### src/rtl/conbus_sched.sv
// conbus_sched: registered round-robin arbiter with fairness quantum and bus
// watchdog for the shared Wishbone interconnect.
//
// Ports:
//   sys_clk  - system clock, rising edge
//   sys_rst  - synchronous active-high reset
//   req      - per-master CYC requests
//   bus_stb  - STB of the shared bus (granted master)
//   bus_ack  - OR of all slave acks
//   bus_cti  - CTI of the shared bus
//   gnt      - registered one-hot grant
//   gnt_id   - registered binary index of gnt
//   wdt_err  - one-cycle timeout strobe (acts as an error ack)
//   busy     - granted master's req is high
//
// Handshake: a beat completes in any cycle where bus_stb and bus_ack are both
// high; wdt_err completes the stalled beat in the cycle it is high. A transfer
// boundary is a completed beat with bus_cti 3'b000 (classic) or 3'b111 (end of
// burst); only there may the grant be taken from a still-requesting owner.
module conbus_sched #(
    parameter int N_MASTERS  = 3,
    parameter int QUANTUM    = 16,
    parameter int WDT_CYCLES = 255,
    localparam int ID_W      = (N_MASTERS > 1) ? $clog2(N_MASTERS) : 1
) (
    input  logic                 sys_clk,
    input  logic                 sys_rst,
    input  logic [N_MASTERS-1:0] req,
    input  logic                 bus_stb,
    input  logic                 bus_ack,
    input  logic [2:0]           bus_cti,
    output logic [N_MASTERS-1:0] gnt,
    output logic [ID_W-1:0]      gnt_id,
    output logic                 wdt_err,
    output logic                 busy
);

    typedef enum logic {PARK, OWN} state_t;

    state_t               state_q, state_d;
    logic [ID_W-1:0]      gnt_id_q, gnt_id_d;
    logic [N_MASTERS-1:0] gnt_q;
    logic [15:0]          q_cnt;
    logic [15:0]          wdt_cnt;
    logic                 wdt_err_q;

    logic                 found;
    logic [ID_W-1:0]      scan_id;
    logic                 owner_req;
    logic                 others;
    logic                 ev;
    logic                 boundary;
    logic [16:0]          q_eff;
    logic                 preempt;
    logic                 stall;
    logic                 wdt_hit;

    // Round-robin scan starting just after the current owner; the owner itself
    // is visited last so it only wins when nobody else is asking.
    always_comb begin
        int idx;
        found   = 1'b0;
        scan_id = gnt_id_q;
        idx     = 0;
        for (int i = 1; i <= N_MASTERS; i++) begin
            idx = (int'(gnt_id_q) + i) % N_MASTERS;
            if (!found && req[idx]) begin
                found   = 1'b1;
                scan_id = ID_W'(idx);
            end
        end
    end

    assign owner_req = req[gnt_id_q];
    assign others    = |(req & ~gnt_q);
    assign ev        = bus_ack | wdt_err_q;
    assign boundary  = ev && (bus_cti == 3'b000 || bus_cti == 3'b111);
    // Include the current cycle's ack so the quantum-th ack is itself the
    // preemption point.
    assign q_eff     = {1'b0, q_cnt} + {16'd0, ev};
    assign preempt   = (state_q == OWN) && owner_req && (QUANTUM != 0) &&
                       (q_eff >= 17'(QUANTUM)) && boundary && others;

    // FSM next-state / next-grant
    always_comb begin
        state_d  = state_q;
        gnt_id_d = gnt_id_q;
        case (state_q)
            PARK: begin
                if (found) begin
                    gnt_id_d = scan_id;
                    state_d  = OWN;
                end
            end
            OWN: begin
                if (!owner_req || preempt) begin
                    if (found) begin
                        gnt_id_d = scan_id;
                        state_d  = OWN;
                    end else begin
                        state_d  = PARK;
                    end
                end
            end
            default: state_d = PARK;
        endcase
    end

    assign stall   = bus_stb && !bus_ack;
    assign wdt_hit = (WDT_CYCLES != 0) && stall &&
                     (wdt_cnt == 16'(WDT_CYCLES - 1));

    always_ff @(posedge sys_clk) begin
        if (sys_rst) begin
            state_q   <= PARK;
            gnt_id_q  <= '0;
            gnt_q     <= N_MASTERS'(1);
            q_cnt     <= '0;
            wdt_cnt   <= '0;
            wdt_err_q <= 1'b0;
        end else begin
            state_q  <= state_d;
            gnt_id_q <= gnt_id_d;
            gnt_q    <= N_MASTERS'(1) << gnt_id_d;

            if (gnt_id_d != gnt_id_q)
                q_cnt <= '0;
            else if (state_q == OWN && ev && q_cnt < 16'(QUANTUM))
                q_cnt <= q_cnt + 16'd1;

            if (!stall || wdt_hit || WDT_CYCLES == 0)
                wdt_cnt <= '0;
            else
                wdt_cnt <= wdt_cnt + 16'd1;

            wdt_err_q <= wdt_hit;
        end
    end

    assign gnt     = gnt_q;
    assign gnt_id  = gnt_id_q;
    assign wdt_err = wdt_err_q;
    assign busy    = req[gnt_id_q];

endmodule

### config.mk
export PLATFORM = sky130hd
export DESIGN_NAME = conbus_sched
export DESIGN_NICKNAME = d
export VERILOG_FILES = /design/src/rtl/conbus_sched.sv
export SDC_FILE = /design/constraint.sdc
export NUM_CORES = 1
export LEC_CHECK = 0
export BUFFER_PORTS_ARGS = -buffer_cell sky130_fd_sc_hd__buf_2
export CORE_ASPECT_RATIO = 1.2
export CORE_MARGIN = 5
export CORE_UTILIZATION = 48
export DETAILED_ROUTE_END_ITERATION = 8
export GPL_TIMING_DRIVEN = 0
export PLACE_DENSITY = 0.65
export SKIP_LAST_GASP = 1
export SYNTH_ARGS = -nofsm -noshare
export SYNTH_HDL_FRONTEND = slang
export SYNTH_SLANG_ARGS = --single-unit
export TNS_END_PERCENT = 1
### constraint.sdc
create_clock -name sys_clk -period 2.95 [get_ports sys_clk]
set_input_delay 0.295 -clock sys_clk [delete_from_list [all_inputs] [get_ports sys_clk]]
set_output_delay 0.295 -clock sys_clk [all_outputs]
set_load 0.02 [all_outputs]
==> impl_metrics.tcl, run 1 <==
set metrics [dict create \
    seq_area_frac_synth_pct 40.1 \
    cts_buffers 5 \
    antenna_found_initial 0 \
    cp_max_fo 10 \
    p_total_mw 1.51 \
    diodes 0 \
    grt_usage_pct 15.2 \
    max_slew_margin_pct 43.2 \
    synthArstFlopShare_pct 0 \
    ant_nets 0 \
    coreArea_mm2 0.00394 \
    clockBufferDepth 2 \
    fin_crit_ps 2640 \
    synth.most_common_cell "dfxtp_1" \
    grt_max_degree 13 \
    synth-seq-cells 39 \
    ir_worst_vdd_mv 0.376 \
    regToRegStartpoint "gnt_id[1]$_SDFF_PP0_" \
    power_density_mw_per_mm2 682 \
    layout-drive-gt1-share_pct 14.3 \
    synth_top_cell_by_area "dfxtp_1" \
    tightestPinTransition_ps 844 \
    outcome "complete, no violations" \
    report.final.setup_viol 0 \
    synthTopCellsByArea "dfxtp_1 40%, xor2_1 5.4%, and2_1 4.8%, ha_1 4.5%, nor2_1 4.4%" \
    synth_compound_area_share_pct 14.0 \
    synth.top_cell.area_share_pct 40.1 \
    synth_top_family_by_area "simple AND/OR/NAND/NOR gates" \
    yosys-top-cells-count "39 x dfxtp_1, 23 x nor2_1, 17 x nand2_1" \
    clk_pin_slew_ps 70 \
    final.period_utilization_pct 89.6 \
    cts_root_buf "clkbuf_8" \
    critPathKind "register to register" \
    stdcell_count 299 \
    slowest_stage "dfxtp_1" \
    crit_chain "inv_1 > ha_1 > clkbuf_1 > or3_1 > nor2b_1 > o211ai_1 > o21ai_0 > a21oi_2 > buf_6 > and2_1" \
    cts_sinks 39 \
    ys_warn_count 0 \
    end_kind "register" \
    max_stage_delay_ps 490 \
    rows 25 \
    drt-total-wl_mm 3.61 \
    synthXorXnorAreaFrac_pct 7.65 \
    synth.area.mux_share_pct 2.64 \
    syn_area_per_cell_um2 8.80 \
    rsz0062_at_grt "false" \
    start_util_pct 49.4 \
    drv_slew 0 \
    dp_hpwl_mm 2.67 \
    syn_area_mm2 0.00195 \
    grt_pass1_wl_mm 6.40 \
    final_core_util_pct 56.1 \
    fin_hold_ws_ps 237 \
    leakage_nw 0.884 \
    crit_path_start_kind "register" \
    io_pins 17 \
    wl_per_cell_um 12.1 \
    grt_overflow 0 \
    synth_top_flop_cell "dfxtp_1" \
    viasPerCell 5.20 \
    gp_congestion 0.764 \
    critPathBufInv 3 \
    ctsHoldBuffers 0 \
    hold_viol_final 0 \
    synth-simple-area-share_pct 28.1 \
    synthToLayoutAreaGrowth_pct 13.6 \
    cp.arrival_ps 2880 \
    cts_setup_buffers 0 \
    required_ps 3180 \
    drtPass1Iterations 4 \
    drt_iter0_markers 87 \
    hold_start "bus_stb" \
    cts_tree "yes" \
    die_x_um 68.1 \
    htreeDepth 2 \
    synth_edf_count 0 \
    reg2regPathDepth 10 \
    vias 1554 \
    ctsResizeCount 0 \
    fmax_ghz 0.378 \
    syn_inst 221 \
    setup_tns_ps 0 \
    port_buffers 16 \
    min_path_type "primary input to register" \
    synthesis.nets 238 \
    drcViolationCount 0 \
    finClkSkew_ps 8.42 \
    r2r-end "q_cnt[0]$_SDFFE_PP0P_" \
    holdPathEnd "wdt_err$_SDFF_PP0_" \
    rrSetupSlack_ps 310 \
    whs_path_depth 3 \
    synth_cell_types 44 \
    insertion_delay_ps 290 \
    drv_cap 0 \
    path_delay_family "compound AO/OA/AOI/OAI gates" \
    dp.cells 291 \
    final_nets 261 \
    die-area_mm2 0.00543 \
    grt_pass1_vias 1481 \
    synthAdderAreaFrac_pct 5.02 \
    dieHeight_um 79.7 \
]
[tightest hold or removal path: stages]
cell and delay (ps):
buf_2 110, nand2_1 50, nor2_1 30
[placed cells by master (no fill, tap or decap), drive strengths merged, types with 2 or more instances in the layout]
cell type	instances
o211ai	2
nor3	7
o21ai	9
dfxtp	39
a21boi	2
a211oi	2
and3	7
inv	7
xor2	12
nand4	5
or3	5
nor2	23
and2	15
and4	2
nand2b	2
a21oi	10
ha	7
xnor2	5
clkbuf	9
nand3	11
nor4b	2
nand2	17
buf	17
nor2b	5
mux2i	4
[worst max path at each step]
| stage | cells after the start | endpoint | startpoint | slack (ps) |
|---|---|---|---|---|
| 5_1_grt | 11 | q_cnt[2]$_SDFFE_PP0P_ | gnt_id[1]$_SDFF_PP0_ | 90 |
| 2_1_floorplan | 10 | q_cnt[10]$_SDFFE_PP0P_ | gnt_id[0]$_SDFF_PP0_ | 480 |
| 3_3_place_gp | 12 | q_cnt[14]$_SDFFE_PP0P_ | bus_ack | 300 |
| 3_5_place_dp | 12 | q_cnt[9]$_SDFFE_PP0P_ | bus_ack | 280 |
| 6_report | 10 | q_cnt[0]$_SDFFE_PP0P_ | gnt_id[1]$_SDFF_PP0_ | 310 |
| 4_1_cts | 11 | q_cnt[0]$_SDFFE_PP0P_ | gnt_id[1]$_SDFF_PP0_ | 310 |
[per-stage QoR]
stage          setup WS, ps  cell area, um^2
2_1_floorplan           482             1950
3_3_place_gp            301             2090
3_5_place_dp            276             2090
4_1_cts                 314             2210
5_1_grt                86.4             2210
6_report                306             2210
[registers in the layout, indices dropped and copies added (netlist names)]
register / flops
state_q: 1
gnt: 3
q_cnt: 16
wdt_cnt: 16
wdt_err: 1
gnt_id: 2
[cells by family after synthesis]
family | Yosys count
compound gates | 36
xor+xnor | 17
fa+ha+maj | 8
buf+inv | 11
flops | 39
mux | 5
simple gates | 105
[power by group]
group          switching [mW]  leakage [nW]  total, mW  internal, mW
clock                   0.183        0.0612      0.456         0.274
combinational           0.262         0.507      0.457         0.195
sequential             0.0341         0.316      0.595         0.561
total                   0.479         0.884       1.51          1.03
[layout make-up]
class	instances	area [um^2]
Fill cell	389	1730
Multi-Input combinational cell	171	1120
Sequential cell	39	781
Clock buffer	6	82.6
Timing Repair Buffer	16	80.1
Tap cell	54	67.6
Clock inverter	2	35.0
Inverter	7	26.3
Buffer	4	22.5
[metal layers]
layer	wire length [um]	global-route usage [%]	vias up
li1	-	-	821
met1	1690	18.6	697
met2	1680	24.7	29
met3	159	2.96	7
met4	76	7.95	0
met5	0	0	-
(Power assumes the default switching activity.)
==> inputs of run 2 (changes only) <==
Settings changed: CAP_MARGIN from default to 20, RECOVER_POWER from default to 50.
==> run 2 against run 1 <==
Effect of this change:
- sequential share of layout area is 0.14 points higher
- register-to-register slack is essentially flat
- total power fell by 0.41%
- global-route usage is the same
- highest routed layer unchanged
- critical path depth unchanged
- die area is the same
- largest power group unchanged
- wire length up 0.36%
- critical path type unchanged
- first-iteration DRC count is 2.3% lower
- worst hold slack barely moved
==> impl_metrics.tcl, run 2 (synthesized netlist as in run 1, its figures left out) <==
set metrics [dict create \
    die-area_mm2 0.00543 \
    p_total_mw 1.50 \
    cp_max_fo 10 \
    rows 25 \
    grt_overflow 0 \
    critPathKind "register to register" \
    coreArea_mm2 0.00394 \
    outcome "complete, no violations" \
    grt_max_degree 13 \
    fin_crit_ps 2640 \
    drv_cap 0 \
    p_clk_share_pct 30.4 \
    final_nets 261 \
    fmax_ghz 0.378 \
    drtPass1Iterations 4 \
    gp_congestion 0.764 \
    htreeDepth 2 \
    seqPwrFrac_pct 39.7 \
    wl_per_cell_um 12.1 \
    worstSetupStartpoint "gnt_id[1]$_SDFF_PP0_" \
    rsz0062_at_grt "false" \
    grt_usage_pct 15.2 \
    dp.cells 291 \
    cts_root_buf "clkbuf_8" \
    ctsHoldBuffers 0 \
    grt_pass1_vias 1481 \
    cts_tree "yes" \
    layout-drive-gt1-share_pct 11.4 \
    port_buffers 16 \
    die_x_um 68.1 \
    cts_sinks 39 \
    final.period_utilization_pct 89.6 \
    max_slew_margin_pct 43.2 \
    hold_start "bus_stb" \
    internal_power_mw 1.02 \
    antenna_found_initial 0 \
    drv_slew 0 \
    cts_setup_buffers 0 \
    final_core_util_pct 55.9 \
    hold_viol_final 0 \
    required_ps 3180 \
    switching_share_pct 32.0 \
    stdcell_count 299 \
    synthToLayoutAreaGrowth_pct 13.2 \
    cts_buffers 5 \
    leakage_nw 0.859 \
    mostFrequentLayoutCells "39 x dfxtp_1, 23 x nor2_1, 17 x nand2_1" \
    setup_tns_ps 0 \
    drt_iter0_markers 85 \
    diodes 0 \
    end_kind "register" \
    ctsResizeCount 0 \
    dieHeight_um 79.7 \
    finClkSkew_ps 8.42 \
    io_pins 17 \
    p_comb_share_pct 30.0 \
    tightestPinTransition_ps 844 \
    grt_pass1_wl_mm 6.40 \
    vias 1551 \
    clockBufferDepth 2 \
    p_switching_mw 0.480 \
    crit_path_start_kind "register" \
    min_path_type "primary input to register" \
    final_common_cell "dfxtp_1" \
    power_density_mw_per_mm2 682 \
    drcViolationCount 0 \
    report.final.setup_viol 0 \
    clk_pin_slew_ps 70 \
    start_util_pct 49.4 \
    cp.arrival_ps 2880 \
    insertion_delay_ps 290 \
    regToRegStartpoint "gnt_id[1]$_SDFF_PP0_" \
    ant_nets 0 \
    ir_worst_vdd_mv 0.376 \
    dp_hpwl_mm 2.67 \
    viasPerCell 5.19 \
    drt-total-wl_mm 3.62 \
]
-- run 2: cell count changes in the layout (fill, tap and decap cells not counted) --
cell / delta
buf_2: -7
clkbuf_1: +7
-- run 2: worst max-delay path, cell delays in order, from the launching register on --
cell,delay [ps]
dfxtp_1,500
inv_1,140
ha_1,200
clkbuf_1,200
or3_1,400
nor2b_1,140
o211ai_1,240
o21ai_0,160
a21oi_2,310
buf_6,180
and2_1,120
-- run 2: worst paths after layout --
| kind | to | slack, ps | depth (start not counted) |
|---|---|---|---|
| worst max register to register | q_cnt[0]$_SDFFE_PP0P_ | 310 | 10 |
| worst min-delay path | wdt_err$_SDFF_PP0_ | 240 | 3 |
| worst max-delay path | q_cnt[0]$_SDFFE_PP0P_ | 310 | 10 |
| worst min register to register | q_cnt[12]$_SDFFE_PP0P_ | 490 | 1 |
-- run 2: power groups by stage --
stage / clock network, mW / logic [mW] / registers, mW
6_report: 0.456 / 0.450 / 0.596
5_1_grt: 0.492 / 0.502 / 0.603
4_1_cts: 0.468 / 0.464 / 0.595
3_5_place_dp: 0 / 0.461 / 0.607
3_3_place_gp: 0 / 0.457 / 0.606
2_1_floorplan: 0 / 0.332 / 0.629
-- run 2: layout make-up --
cell class	instances	area (um^2)
well taps	54	67.6
fillers	392	1740
repair buffers	16	71.3
flip-flops and latches	39	781
clock buffers	6	82.6
inverters	7	26.3
multi-input cells	171	1120
clock inverters	2	35.0
plain buffers	4	22.5
-- run 2: per-layer routing --
layer | up-vias | part of all wire [%] | wire length (um) | track usage (%)
met5 | - | 0 | 0 | 0
met4 | 0 | 2.1 | 76 | 7.95
met3 | 7 | 4.4 | 160 | 2.96
met2 | 27 | 46 | 1670 | 24.7
met1 | 696 | 47 | 1710 | 18.6
li1 | 821 | - | - | -
-- run 2: through the flow --
step                      worst slack (ps)  cell area (um^2)  hold WS (ps)
after CTS                              314              2210           230
after global placement                 301              2090           467
final                                  307              2200           237
after global routing                  81.8              2200           250
after detailed placement               276              2090           475
after floorplan                        482              1950           364
